**config.mk**
```make
export PLATFORM = sky130hd
export DESIGN_NAME = multi_button_debouncer
export DESIGN_NICKNAME = d
export VERILOG_FILES = /design/src/rtl/multi_button_debouncer.sv
export SDC_FILE = /design/constraint.sdc
export NUM_CORES = 1
export LEC_CHECK = 0
export CAP_MARGIN = 0
export CORE_MARGIN = 2
export CORE_UTILIZATION = 60
export DETAILED_ROUTE_END_ITERATION = 10
export PLACE_DENSITY = 0.77
export REMOVE_ABC_BUFFERS = 1
export SLEW_MARGIN = 5
export SYNTH_ARGS = -nofsm -noshare
export SYNTH_HDL_FRONTEND = slang
export SYNTH_SLANG_ARGS = --single-unit
```
**constraint.sdc**
```tcl
create_clock -name clk -period 2.71 [get_ports clk]
set_clock_uncertainty 0.05 [all_clocks]
set_input_delay 0.6775 -clock clk [delete_from_list [all_inputs] [get_ports clk]]
set_output_delay 0.6775 -clock clk [all_outputs]
set_load 0.02 [all_outputs]
```
**src/rtl/multi_button_debouncer.sv**
```systemverilog
// N-channel pushbutton debouncer: 2-FF synchronizer, shared sample tick,
// consecutive-sample acceptance, and press/release/long-press pulses per channel.
module multi_button_debouncer #(
  parameter int CHANNELS       = 4,
  parameter int CLK_FREQ       = 50000000,
  parameter int SAMPLE_HZ      = 1000,
  parameter int STABLE_SAMPLES = 4,
  parameter int LONG_SAMPLES   = 1000,
  parameter bit ACTIVE_LOW     = 1'b0
) (
  input  logic                clk,
  input  logic                rst,
  input  logic [CHANNELS-1:0] btn_in,
  output logic [CHANNELS-1:0] level,
  output logic [CHANNELS-1:0] press_pulse,
  output logic [CHANNELS-1:0] release_pulse,
  output logic [CHANNELS-1:0] long_pulse,
  output logic                tick
);

  localparam int DIV = CLK_FREQ / SAMPLE_HZ;
  localparam int DW  = (DIV > 1) ? $clog2(DIV) : 1;
  localparam int SW  = (STABLE_SAMPLES > 0) ? $clog2(STABLE_SAMPLES + 1) : 1;
  localparam int HW  = (LONG_SAMPLES > 0) ? $clog2(LONG_SAMPLES + 1) : 1;
  localparam logic [CHANNELS-1:0] IDLE_RAW = {CHANNELS{ACTIVE_LOW}};

  typedef enum logic [1:0] {
    LP_IDLE    = 2'd0,
    LP_PRESSED = 2'd1,
    LP_HELD    = 2'd2
  } lp_state_t;

  logic [DW-1:0]       r_div;
  logic                w_tick;
  logic [CHANNELS-1:0] r_sync1;
  logic [CHANNELS-1:0] r_sync2;
  logic [CHANNELS-1:0] w_sample;
  logic [CHANNELS-1:0] w_flip;
  logic [CHANNELS-1:0] r_level;
  logic [CHANNELS-1:0] r_press;
  logic [CHANNELS-1:0] r_release;
  logic [CHANNELS-1:0] r_long;
  logic [SW-1:0]       r_cnt   [CHANNELS];
  logic [HW-1:0]       r_hold  [CHANNELS];
  // Long-press state per channel; kept as a named array so checkers can bind to it.
  lp_state_t           r_lp_state [CHANNELS];

  assign w_tick = (r_div == DW'(DIV - 1));
  assign tick   = w_tick;

  always_ff @(posedge clk) begin
    if (rst) begin
      r_div <= '0;
    end else if (w_tick) begin
      r_div <= '0;
    end else begin
      r_div <= r_div + DW'(1);
    end
  end

  // Synchronizers reset to the idle raw level so leaving reset never looks like a press.
  always_ff @(posedge clk) begin
    if (rst) begin
      r_sync1 <= IDLE_RAW;
      r_sync2 <= IDLE_RAW;
    end else begin
      r_sync1 <= btn_in;
      r_sync2 <= r_sync1;
    end
  end

  assign w_sample = r_sync2 ^ IDLE_RAW;

  always_comb begin
    w_flip = '0;
    for (int i = 0; i < CHANNELS; i++) begin
      w_flip[i] = w_tick && (w_sample[i] != r_level[i]) &&
                  ((r_cnt[i] + SW'(1)) == SW'(STABLE_SAMPLES));
    end
  end

  always_ff @(posedge clk) begin
    if (rst) begin
      r_level   <= '0;
      r_press   <= '0;
      r_release <= '0;
      r_long    <= '0;
      for (int i = 0; i < CHANNELS; i++) begin
        r_cnt[i]      <= '0;
        r_hold[i]     <= '0;
        r_lp_state[i] <= LP_IDLE;
      end
    end else begin
      r_press   <= w_flip & ~r_level;
      r_release <= w_flip & r_level;
      r_level   <= r_level ^ w_flip;
      r_long    <= '0;
      for (int i = 0; i < CHANNELS; i++) begin
        if (w_tick) begin
          if ((w_sample[i] == r_level[i]) || w_flip[i]) begin
            r_cnt[i] <= '0;
          end else begin
            r_cnt[i] <= r_cnt[i] + SW'(1);
          end
          // A release on this tick wins over reaching the long-press count.
          case (r_lp_state[i])
            LP_IDLE: begin
              if (w_flip[i]) begin
                r_lp_state[i] <= LP_PRESSED;
                r_hold[i]     <= '0;
              end
            end
            LP_PRESSED: begin
              if (w_flip[i]) begin
                r_lp_state[i] <= LP_IDLE;
                r_hold[i]     <= '0;
              end else if ((r_hold[i] + HW'(1)) == HW'(LONG_SAMPLES)) begin
                r_lp_state[i] <= LP_HELD;
                r_hold[i]     <= HW'(LONG_SAMPLES);
                r_long[i]     <= 1'b1;
              end else begin
                r_hold[i] <= r_hold[i] + HW'(1);
              end
            end
            LP_HELD: begin
              if (w_flip[i]) begin
                r_lp_state[i] <= LP_IDLE;
                r_hold[i]     <= '0;
              end
            end
            default: begin
              r_lp_state[i] <= LP_IDLE;
              r_hold[i]     <= '0;
            end
          endcase
        end
      end
    end
  end

  assign level         = r_level;
  assign press_pulse   = r_press;
  assign release_pulse = r_release;
  assign long_pulse    = r_long;

endmodule

```
==> metrics.cfg <==
[setup_path]
r2r-start=r_hold[2][0]$_SDFFCE_PP0P_
arrival_ns=1.86
r2r-end=r_lp_state[2][0]$_SDFFCE_PP0P_
cp-end-kind=output port
crit_type=reg -> out
startpoint_type=register
cp_data_required_time_ns=1.98
cp_max_fo=5
r2r_cells=7
worst-r2r-setup-slack_ns=0.24

[cells_and_area]
drive_above_1_share=0.09109
nets=541
antenna_cells=0
areaGrowthSynthToFinish_pct=11.31
fillers=636

[logic_synthesis]
synthAdderAreaFrac=0.05954
yosysTopAreaCellShare=0.3572
yosysSeqAreaShare=0.5160
yosys.area_share.xor_xnor=0.09204
syn_area_per_cell_um2=10.60
muxShareOfSynthArea=0.004217
yosys_warnings=0
yosysTopAreaCell=edfxtp_1
synth_seq_cells=100
yosys.area_share.simple=0.2491
synth_cell_types=58
synth_area_leaders=edfxtp_1 (36%), dfxtp_1 (16%), nor2_1 (6.3%)
yosys_most_used_dff=edfxtp_1
synth-compound-area-share=0.05855
syn_inst=476
async_flop_share=0
synth_top_family_by_area=simple AND/OR/NAND/NOR gates
netlist_area_mm2=0.005044
synth_edf_count=60

[global_route]
grt_max_degree=24
grt_overflow=0
antenna_found_initial=0
grt_pass1_vias=3202
grt_pass1_wl_um=14380
grtUsageTotal=0.2026

[cts]
hold_buffers=0
clock_path_buffers=2
cts_tree=done
cts.htree.levels=3
cts_made_buffers=9
postCtsSetupBuffers=0
clk_latency_ns=0.36
clock-sinks=100
clk_pin_slew_ns=0.10
cts-root-buf=clkbuf_8

[timing]
timing.fmax_mhz=387.2
final_hold_viol_count=0
rsz0062_at_grt=no
setup_viol=0
holdWs_ns=0.3961
post-route-min-period_ns=2.583
fin_setup_tns_ns=0
slew_viol_final=0
relSlewSlack=0.7176
worst_pin_slew_ns=0.4129
fin_crit_sh=0.9530

[routing]
wl_um=8585
ant_nets=0
viasPerCell=5.515
dr.first_iter.drc_count=132
wl_per_cell_um=13.82
first_pass_iters=4
drcViolationCount=0
vias=3425

[die]
num_rows=33
start_util=0.6169
die-area_mm2=0.009156
core_mm2=0.008175
io_pins=23
die_w_um=95.69
fp.dieH_um=95.69

[place]
gp_congestion=0.8546
place_hpwl_um=6338
port-buffer-count=22

[min_path]
min_path_cells=1
min_to=r_sync2[1]$_SDFF_PP0_
hp-class=reg -> reg
min_from=r_sync1[1]$_SDFF_PP0_

[status]
outcome=finished clean

[job]
maxCapViolCount=0

[power]
max-vdd-ir-drop_mv=0.2523
powerDensity_mw_per_mm2=476.4
leakagePower_nw=2.060

[how the worst max path moves through the flow]
stage	slack (ns)	cells after the start	to	from
finish	0.13	5	tick	r_div[0]$_SDFF_PP0_
detailed placement	0.13	6	r_hold[1][4]$_SDFFCE_PP0P_	rst
global placement	0.24	6	r_hold[1][2]$_SDFFCE_PP0P_	rst
CTS	0.07	5	tick	r_div[0]$_SDFF_PP0_
global route	0.02	5	tick	r_div[0]$_SDFF_PP0_
floorplan	0.25	5	r_lp_state[1][0]$_SDFFCE_PP0P_	r_div[0]$_SDFF_PP0_
[what timing repair did]
item / 4_1_cts / 5_1_grt
pin swaps: 0 / 0
setup endpoints to repair: 1 / 1
gates resized for setup: 1 / 1
[per-stage QoR]
| step | cells | power, mW | util | cell area, um2 | setup WS [ns] |
|---|---|---|---|---|---|
| finish | 621 | 2.675 | 0.6867 | 5614 | 0.1274 |
| global route | 621 | 2.774 | 0.6867 | 5614 | 0.02137 |
| CTS | 621 | 2.693 | 0.6866 | 5613 | 0.06937 |
| detailed placement | 605 | 1.854 | 0.6651 | 5438 | 0.1326 |
| global placement | 605 | 1.848 | 0.6651 | 5438 | 0.2381 |
| floorplan | 467 | 1.799 | - | 5004 | 0.2460 |
[layer usage]
metal  part of all wire  track usage  up-vias
li1                   -            -     1741
met1               0.48       0.2708     1624
met2               0.48       0.3333       48
met3              0.027      0.04032       12
met4              0.014      0.06310        0
met5                  0            0        -
[registers in the layout (all words and copies together), names as in the netlist]
signal         cells
r_sync2            4
r_hold            40
release_pulse      4
r_div             16
long_pulse         4
r_lp_state         8
press_pulse        4
r_sync1            4
level              4
r_cnt             12
[synth_stat cells (2+ instances only)]
cell       number
a2bb2oi_1       2
nand2_1        33
o21ba_2         2
nand4b_4        2
edfxtp_1       60
nor2b_1        24
inv_1          16
nand4_1         6
a2111oi_0       2
o21ai_0         7
and2_1          8
nand3_2         2
ha_1           24
a21oi_1         7
nor4b_1         4
o21ai_1         2
clkbuf_1        4
nor4b_4         2
nor3_1         10
xnor2_1        23
o21a_1          2
buf_2           5
nand3_1        26
nand4bb_1       2
and3_1         10
xor2_1         30
nand2b_1        3
dfxtp_1        40
nor2_1         84
nor4_1          2
a31oi_1         5
[power breakdown]
part / leakage (nW) / internal, mW / switching (mW)
clock: 0.0963 / 0.358 / 0.497
combinational: 1.03 / 0.0570 / 0.0739
sequential: 0.933 / 1.65 / 0.0415
[critical path, cell delays in order (launching register included)]
cell and delay [ns]:
dfxtp_1 0.38, ha_1 0.24, and3_1 0.27, nand4_4 0.13, inv_2 0.16, clkdlybuf4s15_1 0.32
[cell type report]
class	instances	area, um2	share of cell area
sequential	100	2603	0.4636
clock inverter	6	38.79	0.006909
multi-input combinational	350	2337	0.4163
tap	105	131.4	0.02340
inverter	17	63.81	0.01137
clock buffer	10	137.6	0.02452
timing repair buffer	33	302.8	0.05393
[layout by cell type (no fill, tap or decap), types with 2 or more instances in the layout]
cell type | synthesis | layout
nor2b_1 | 24 | 24
nand3_1 | 26 | 26
and3_1 | 10 | 10
nand2_1 | 33 | 33
a2111oi_0 | 2 | 2
a31oi_1 | 5 | 5
nor2_1 | 84 | 84
edfxtp_1 | 60 | 60
nor4b_4 | 2 | 2
nand4bb_1 | 2 | 2
ha_1 | 24 | 24
o21a_1 | 2 | 2
clkinv_2 | 0 | 3
buf_4 | 0 | 11
a21oi_1 | 7 | 7
and2_1 | 8 | 8
o21ai_1 | 2 | 2
inv_1 | 16 | 16
nand2b_1 | 3 | 3
clkdlybuf4s50_1 | 0 | 21
xnor2_1 | 23 | 23
nand3_2 | 2 | 2
nand4_1 | 6 | 6
nor3_1 | 10 | 10
nor4_1 | 2 | 2
nor4b_1 | 4 | 4
o21ba_2 | 2 | 2
clkinv_4 | 0 | 2
xor2_1 | 30 | 30
nand4b_4 | 2 | 2
o21ai_0 | 7 | 7
clkbuf_8 | 0 | 10
dfxtp_1 | 40 | 40
a2bb2oi_1 | 2 | 2
[kinds of logic (layout without fill, tap and decap cells)]
| family | after synthesis | in the layout |
|---|---|---|
| and+or+nand+nor | 230 | 230 |
| DFF | 100 | 100 |
| xor gates and xnor gates | 53 | 53 |
| AOI/OAI and AO/OA | 41 | 41 |
| buffers and inverters | 26 | 66 |
| adders and majority gates | 24 | 24 |
| muxes | 2 | 2 |
Note: power is estimated with default switching activity, not from simulation.
